## config.mk

```make
export PLATFORM = sky130hd
export DESIGN_NAME = buzzer_music_player_flat
export DESIGN_NICKNAME = d
export VERILOG_FILES = /design/src/rtl/buzzer_music_pkg.sv /design/src/rtl/buzzer_music_player_if.sv /design/src/rtl/buzzer_tone_gen.sv /design/src/rtl/buzzer_music_player.sv /design/src/flat_wrapper.sv
export SDC_FILE = /design/constraint.sdc
export NUM_CORES = 1
export LEC_CHECK = 0
export BUFFER_PORTS_ARGS = -buffer_cell sky130_fd_sc_hd__buf_2
export CAP_MARGIN = 20
export CORE_AREA = 2 2 165 167
export CTS_CLUSTER_DIAMETER = 30
export DETAILED_ROUTE_END_ITERATION = 7
export DIE_AREA = 0 0 167 169
export MAX_ROUTING_LAYER = met4
export PLACE_DENSITY_LB_ADDON = 0.08
export SYNTH_ARGS = -nofsm -noshare
export SYNTH_HDL_FRONTEND = slang
export SYNTH_SLANG_ARGS = --single-unit
export TNS_END_PERCENT = 10
```

## constraint.sdc

```tcl
create_clock -name HCLK -period 7.5 [get_ports HCLK]
set_input_delay 1.125 -clock HCLK [delete_from_list [all_inputs] [get_ports HCLK]]
set_output_delay 1.125 -clock HCLK [all_outputs]
set_load 0.005 [all_outputs]
```

## src/rtl/buzzer_music_pkg.sv

```systemverilog
// Shared definitions for the buzzer music player: note codes, the 50 MHz
// half-period table, the song ROM contents and the sequencer state type.
package buzzer_music_pkg;

  localparam logic [3:0] NOTE_REST = 4'd0;
  localparam logic [3:0] NOTE_END  = 4'd15;

  typedef enum logic [1:0] {
    IDLE,
    FETCH,
    PLAY,
    GAP
  } state_e;

  // Useful fields of an 8-bit ROM word {code[7:4], reserved[3:2], dur-1[1:0]}.
  typedef struct packed {
    logic [3:0] code;
    logic [1:0] dur;
  } note_t;

  function automatic note_t note_entry(input logic [3:0] code, input logic [1:0] dur);
    note_t n;
    n.code = code;
    n.dur  = dur;
    return n;
  endfunction

  // Half-period in HCLK cycles at 50 MHz for codes 1..14 (C4..B5 diatonic).
  function automatic logic [16:0] half_period(input logic [3:0] code);
    logic [16:0] h;
    case (code)
      4'd1:    h = 17'd95556;
      4'd2:    h = 17'd85131;
      4'd3:    h = 17'd75843;
      4'd4:    h = 17'd71586;
      4'd5:    h = 17'd63776;
      4'd6:    h = 17'd56818;
      4'd7:    h = 17'd50620;
      4'd8:    h = 17'd47778;
      4'd9:    h = 17'd42566;
      4'd10:   h = 17'd37921;
      4'd11:   h = 17'd35793;
      4'd12:   h = 17'd31888;
      4'd13:   h = 17'd28409;
      4'd14:   h = 17'd25310;
      default: h = 17'd0;
    endcase
    return h;
  endfunction

  // Unlisted entries read as END so a short song terminates cleanly.
  function automatic note_t song_rom(input logic [1:0] song, input logic [3:0] idx);
    note_t r;
    r = note_entry(NOTE_END, 2'd0);
    case (song)
      2'd1:
        case (idx)
          4'd0:    r = note_entry(4'd6,  2'd0);
          4'd1:    r = note_entry(4'd8,  2'd1);
          4'd2:    r = note_entry(4'd10, 2'd0);
          4'd3:    r = note_entry(NOTE_REST, 2'd0);
          4'd4:    r = note_entry(4'd5,  2'd3);
          default: ;
        endcase
      2'd2:
        case (idx)
          4'd0:    r = note_entry(4'd3, 2'd1);
          4'd1:    r = note_entry(NOTE_REST, 2'd0);
          4'd2:    r = note_entry(4'd5, 2'd0);
          default: ;
        endcase
      2'd3:
        case (idx)
          4'd0:    r = note_entry(4'd1,  2'd0);
          4'd1:    r = note_entry(4'd2,  2'd1);
          4'd2:    r = note_entry(4'd3,  2'd2);
          4'd3:    r = note_entry(4'd4,  2'd3);
          4'd4:    r = note_entry(4'd5,  2'd0);
          4'd5:    r = note_entry(4'd6,  2'd1);
          4'd6:    r = note_entry(4'd7,  2'd2);
          4'd7:    r = note_entry(4'd8,  2'd3);
          4'd8:    r = note_entry(4'd9,  2'd0);
          4'd9:    r = note_entry(4'd10, 2'd1);
          4'd10:   r = note_entry(4'd11, 2'd2);
          4'd11:   r = note_entry(4'd12, 2'd3);
          4'd12:   r = note_entry(4'd13, 2'd0);
          4'd13:   r = note_entry(4'd14, 2'd1);
          4'd14:   r = note_entry(NOTE_REST, 2'd2);
          default: r = note_entry(4'd14, 2'd3);
        endcase
      default: ;
    endcase
    return r;
  endfunction

endpackage

```

## src/rtl/buzzer_music_player_if.sv

```systemverilog
// Command/status link between the buzzer register slave (master side) and
// the music player (slave side).
interface buzzer_music_player_if;
  logic       music_start;
  logic [1:0] music_select;
  logic       busy;
  logic       done;
  logic [1:0] cur_song;
  logic [3:0] note_idx;

  modport master (
    output music_start, music_select,
    input  busy, done, cur_song, note_idx
  );

  modport slave (
    input  music_start, music_select,
    output busy, done, cur_song, note_idx
  );
endinterface

```

## src/rtl/buzzer_tone_gen.sv

```systemverilog
// Square-wave generator: toggles wave every `half` enabled cycles; clear
// forces the counter and wave back to zero.
module buzzer_tone_gen (
  input  logic        HCLK,
  input  logic        HRESET,
  input  logic        enable,
  input  logic        clear,
  input  logic [16:0] half,
  output logic        wave
);

  logic [16:0] cnt;

  // NOTE: sequential state uses non-blocking assignments so every flop samples pre-edge values.
  always_ff @(posedge HCLK or posedge HRESET) begin
    if (HRESET) begin
      cnt  <= '0;
      wave <= 1'b0;
    end else if (clear) begin
      cnt  <= '0;
      wave <= 1'b0;
    end else if (enable) begin
      if (cnt >= half - 17'd1) begin
        cnt  <= '0;
        wave <= ~wave;
      end else begin
        cnt <= cnt + 17'd1;
      end
    end
  end

endmodule

```

## src/rtl/buzzer_music_player.sv

```systemverilog
// Steps a stored melody note by note and drives a square wave on the buzzer
// pad; reports busy/done/cur_song/note_idx for software polling.
module buzzer_music_player
  import buzzer_music_pkg::*;
#(
  parameter int BEAT_CYCLES    = 12500000,
  parameter int GAP_CYCLES     = 500000,
  parameter int SONG_LEN       = 16,
  parameter int TONE_DIV_SHIFT = 0
) (
  input  logic                  HCLK,
  input  logic                  HRESET,
  buzzer_music_player_if.slave  bus,
  output logic                  buzzer
);

  localparam int         DUR_W    = $clog2(4 * BEAT_CYCLES);
  localparam int         GAP_W    = (GAP_CYCLES > 1) ? $clog2(GAP_CYCLES) : 1;
  localparam logic [3:0] LAST_IDX = 4'(SONG_LEN - 1);

  state_e             state, state_next;
  note_t              fetch;
  logic [16:0]        half_shifted;
  logic [16:0]        half;
  logic [3:0]         code;
  logic [DUR_W-1:0]   dur_cnt;
  logic [GAP_W-1:0]   gap_cnt;
  logic               cmd, cmd_song, finish;
  logic               tone_en, tone_clear;

  assign fetch        = song_rom(bus.cur_song, bus.note_idx);
  assign half_shifted = half_period(fetch.code) >> TONE_DIV_SHIFT;
  assign cmd          = bus.music_start;
  assign cmd_song     = (bus.music_select != 2'd0);

  always_ff @(posedge HCLK or posedge HRESET) begin
    if (HRESET) state <= IDLE;
    else        state <= state_next;
  end

  // A command always overrides natural completion, which suppresses done.
  always_comb begin
    // NOTE: defaults first so no path through this block leaves a signal unassigned (no latches).
    state_next = state;
    finish     = 1'b0;
    if (cmd) begin
      state_next = cmd_song ? FETCH : IDLE;
    end else begin
      case (state)
        FETCH: begin
          if (fetch.code == NOTE_END) begin
            state_next = IDLE;
            finish     = 1'b1;
          end else begin
            state_next = PLAY;
          end
        end
        PLAY: if (dur_cnt == '0) state_next = GAP;
        GAP: begin
          if (gap_cnt == '0) begin
            if (bus.note_idx == LAST_IDX) begin
              state_next = IDLE;
              finish     = 1'b1;
            end else begin
              state_next = FETCH;
            end
          end
        end
        default: ;
      endcase
    end
  end

  always_ff @(posedge HCLK or posedge HRESET) begin
    if (HRESET) begin
      bus.busy     <= 1'b0;
      bus.done     <= 1'b0;
      bus.cur_song <= 2'd0;
      bus.note_idx <= 4'd0;
      code         <= NOTE_REST;
      half         <= 17'd1;
      dur_cnt      <= '0;
      gap_cnt      <= '0;
    end else begin
      bus.done <= finish;
      if (cmd) begin
        bus.busy     <= cmd_song;
        bus.cur_song <= bus.music_select;
        if (cmd_song) bus.note_idx <= 4'd0;
      end else begin
        case (state)
          FETCH: begin
            if (finish) begin
              bus.busy     <= 1'b0;
              bus.cur_song <= 2'd0;
            end else begin
              code    <= fetch.code;
              dur_cnt <= DUR_W'((int'(fetch.dur) + 1) * BEAT_CYCLES - 1);
              half    <= (half_shifted == 17'd0) ? 17'd1 : half_shifted;
            end
          end
          PLAY: begin
            if (dur_cnt != '0) dur_cnt <= dur_cnt - DUR_W'(1);
            else               gap_cnt <= GAP_W'(GAP_CYCLES - 1);
          end
          GAP: begin
            if (gap_cnt != '0) begin
              gap_cnt <= gap_cnt - GAP_W'(1);
            end else if (finish) begin
              bus.busy     <= 1'b0;
              bus.cur_song <= 2'd0;
            end else begin
              bus.note_idx <= bus.note_idx + 4'd1;
            end
          end
          default: ;
        endcase
      end
    end
  end

  // Wave is cleared on every cycle that does not stay in PLAY, so each note
  // starts low and the pad is silent in FETCH, GAP and IDLE.
  assign tone_en    = (state == PLAY) && (code != NOTE_REST);
  assign tone_clear = !((state == PLAY) && (state_next == PLAY));

  buzzer_tone_gen u_tone (
    .HCLK   (HCLK),
    .HRESET (HRESET),
    .enable (tone_en),
    .clear  (tone_clear),
    .half   (half),
    .wave   (buzzer)
  );

endmodule
```

## src/flat_wrapper.sv

```systemverilog
// flat-port wrapper written by rule: the top's interface ports become plain ports
module buzzer_music_player_flat import buzzer_music_pkg::*;
#(
  parameter int BEAT_CYCLES    = 12500000,
  parameter int GAP_CYCLES     = 500000,
  parameter int SONG_LEN       = 16,
  parameter int TONE_DIV_SHIFT = 0
)
  (HCLK, HRESET, buzzer, bus_music_start, bus_music_select, bus_busy, bus_done, bus_cur_song, bus_note_idx);
  buzzer_music_player_if bus_i ();
  input  logic HCLK;
  input  logic HRESET;
  output logic buzzer;
  input wire logic [$bits(bus_i.music_start)-1:0] bus_music_start;
  input wire logic [$bits(bus_i.music_select)-1:0] bus_music_select;
  output wire logic [$bits(bus_i.busy)-1:0] bus_busy;
  output wire logic [$bits(bus_i.done)-1:0] bus_done;
  output wire logic [$bits(bus_i.cur_song)-1:0] bus_cur_song;
  output wire logic [$bits(bus_i.note_idx)-1:0] bus_note_idx;
  assign bus_i.music_start = bus_music_start;
  assign bus_i.music_select = bus_music_select;
  assign bus_busy = bus_i.busy;
  assign bus_done = bus_i.done;
  assign bus_cur_song = bus_i.cur_song;
  assign bus_note_idx = bus_i.note_idx;
  buzzer_music_player #(.BEAT_CYCLES(BEAT_CYCLES), .GAP_CYCLES(GAP_CYCLES), .SONG_LEN(SONG_LEN), .TONE_DIV_SHIFT(TONE_DIV_SHIFT)) u_core (.HCLK(HCLK), .HRESET(HRESET), .bus(bus_i), .buzzer(buzzer));
endmodule
```

==> impl_metrics.py <==
metrics = {
    "run_status": {
        "status": "finished, final reports clean",
    },
    "detailed_routing": {
        "firstDrtPassIters": 5,
        "wl_um": 17500,
        "vias_per_cell": 5.04,
        "dr_total_vias": 5616,
        "wire_per_inst_um": 15.7,
        "ant_nets": 0,
        "drt_first_iter_violations": 332,
        "drc_errors": 0,
    },
    "critical_path": {
        "critPathMaxStageDelay_ns": 0.77,
        "path_buf_inv": 0,
        "path_max_fanout": 19,
        "reg2reg_to": "u_core.u_tone.cnt[8]",
        "start_kind": "flop",
        "arrival_ns": 4.79,
        "cp_cell_sequence": "or4_1 > nor4_1 > nand2_1 > nor4_1 > xnor2_1 > ha_1 > a21o_1 > a21oi_1 > nand2_1 > o31a_1 > nor2_1 > nand3b_1 > a21oi_1",
        "path_class": "flop to flop",
        "r2r_slack_ns": 2.98,
        "reg2reg_depth": 13,
        "cp_data_required_time_ns": 7.77,
        "crit_family": "simple AND/OR/NAND/NOR gates",
        "cp-end-kind": "flop",
        "r2r_start": "u_core.half[2]",
        "crit_slowest_cell": "nor2_1",
    },
    "final_layout": {
        "multiInputGateArea_um2": 3920,
        "seq_area_um2": 2350,
        "fill_cells": 2840,
        "diodes": 0,
        "final_common_cell": "dfrtp_1",
        "syn2layout_area_growth_pct": 10.3,
        "drive_above_1_share": 0.0893,
        "nets": 815,
        "post-route-util": 0.273,
        "final_cell_mix": "dfrtp_1 (93), nor2_1 (82), nand2_1 (78)",
    },
    "synth": {
        "syn-cell-area_um2": 6550,
        "synth_edf_count": 0,
        "synth_seq_cells": 94,
        "synth_cell_type_count": 77,
        "avgSynthCellArea_um2": 8.46,
        "async_flop_share": 1.00,
        "netlist_instances": 774,
        "ys_seq_area_frac": 0.359,
        "synth_flop_cell": "dfrtp_1",
        "syn_nets": 821,
        "yosysWarnings": 0,
    },
    "placed_design": {
        "gp_congestion": 0.771,
        "dp_hpwl_um": 12200,
        "port_buffers": 13,
        "place_ws_ns": 3.04,
    },
    "timing": {
        "setup_violations": 0,
        "period_minus_slack_ns": 4.52,
        "fmax_mhz": 221,
        "rsz0062_at_grt": "no",
        "max-slew-margin-rel": 0.375,
        "tns_ns": 0,
        "whs_ns": 0.486,
        "hold_violations": 0,
        "final.period_utilization": 0.603,
        "slew_viol_final": 0,
        "tightest_slew_ns": 0.937,
        "worst_slack_ns": 2.98,
        "skew_ns": 0.0154,
    },
    "pwr": {
        "p_leak_nw": 2.92,
        "finalPower_mw": 1.84,
        "power_density_nw_per_um2": 255,
        "irDropWorstVdd_mv": 0.109,
    },
    "clock_tree": {
        "htree_num_levels": 3,
        "cts.clk_slew.worst_paths_ns": 0.08,
        "insertion_delay_ns": 0.36,
        "clock-sinks": 94,
        "cts_hold_buf": 0,
        "root_buffer": "clkbuf_16",
        "clock_path_buffers": 2,
        "cts_tree": "built",
        "cts_resized": 0,
        "postCtsSetupBuffers": 0,
        "numCtsBuffers": 9,
    },
    "job": {
        "maxCapViolCount": 0,
    },
    "die": {
        "dieArea_um2": 28200,
        "rows": 60,
        "initial_core_util": 0.247,
        "boundaryPins": 14,
        "die_h_um": 169,
        "chipWidth_um": 167,
        "core_um2": 26500,
    },
    "global_routing": {
        "grt_max_degree": 62,
        "use_met1": 0.167,
        "grtUsageTotal": 0.132,
        "global_route.overflow_total": 0,
        "grtUsageMet2": 0.221,
        "grt_pass1_wl_um": 29600,
        "busiest_layer": "met2",
        "grt_use_met3": 0.0229,
        "antenna_found_initial": 0,
        "grt_pass1_vias": 5570,
    },
    "worst_hold_path": {
        "hold_depth": 1,
        "hold_path_end": "u_core.bus.busy",
        "hold_path.startpoint": "u_core.bus.busy",
        "hp-class": "flop to flop",
    },
}
## stage by stage
stage / std cells / area (µm²)
CTS: 1113 / 7210
floorplan: 774 / 6550
global placement: 1096 / 6910
finish: 1114 / 7220
global route: 1114 / 7220
detailed placement: 1097 / 6920
## where the power goes
part	internal, mW	leakage [nW]	switching [mW]
registers	0.629	1.17	0.133
logic	0.250	1.61	0.369
clock network	0.234	0.140	0.228
## layer usage
metal / up-vias / wire length [µm]
li1: 2796 / -
met1: 2719 / 8130
met2: 89 / 8680
met3: 12 / 541
met4: 0 / 181
met5: - / 0
## flip-flops by register name, summed over array words and instances (netlist names)
signal,cells
u_core.state,2
u_core.half,17
u_core.u_tone.cnt,17
u_core.dur_cnt,26
u_core.bus.cur_song,2
u_core.code,4
u_core.gap_cnt,19
u_core.bus.busy,1
u_core.bus.done,1
u_core.bus.note_idx,4
u_core.u_tone.wave,1
## logic make-up after synthesis
family / share of synthesized area
buf+inv: 0.0432
xor+xnor: 0.0401
flops: 0.359
fa+ha+maj: 0.0802
compound gates: 0.212
mux: 0.00993
simple gates: 0.255
## cells in the mapped netlist, drive strengths merged (7+ instances only)
cell | n | area [µm²]
and3 | 10 | 62.6
xnor2 | 16 | 140
a31oi | 10 | 62.6
nor3b | 7 | 52.6
a211oi | 7 | 62.6
xor2 | 14 | 123
or4 | 12 | 93.8
nor3 | 26 | 161
or3 | 15 | 93.8
nor2 | 83 | 319
inv | 25 | 93.8
a21o | 10 | 75.1
ha | 42 | 526
a21oi | 66 | 338
nand2 | 78 | 293
nor4 | 13 | 93.8
dfrtp | 93 | 2330
o21ai | 75 | 379
clkbuf | 24 | 90.1
nand3b | 17 | 128
buf | 14 | 95.1
nand3 | 21 | 110
## how the worst max path moves through the flow
stage                    from                    end  slack [ns]  cells after the start
2_1_floorplan  u_core.half[2]  u_core.u_tone.cnt[16]        3.76                     14
3_3_place_gp   u_core.half[2]  u_core.u_tone.cnt[12]        3.16                     13
3_5_place_dp   u_core.half[2]  u_core.u_tone.cnt[12]        3.04                     13
4_1_cts        u_core.half[2]   u_core.u_tone.cnt[2]        2.99                     13
5_1_grt        u_core.half[2]  u_core.u_tone.cnt[12]        2.58                     13
6_report       u_core.half[2]   u_core.u_tone.cnt[8]        2.98                     13
## cell type report
class / instances / share of cell area
inverter: 26 / 0.0139
multi-input combinational: 616 / 0.543
tap: 341 / 0.0591
clock buffer: 9 / 0.0312
timing repair buffer: 21 / 0.0184
sequential: 94 / 0.326
clock inverter: 7 / 0.00901
(Power assumes the default switching activity.)
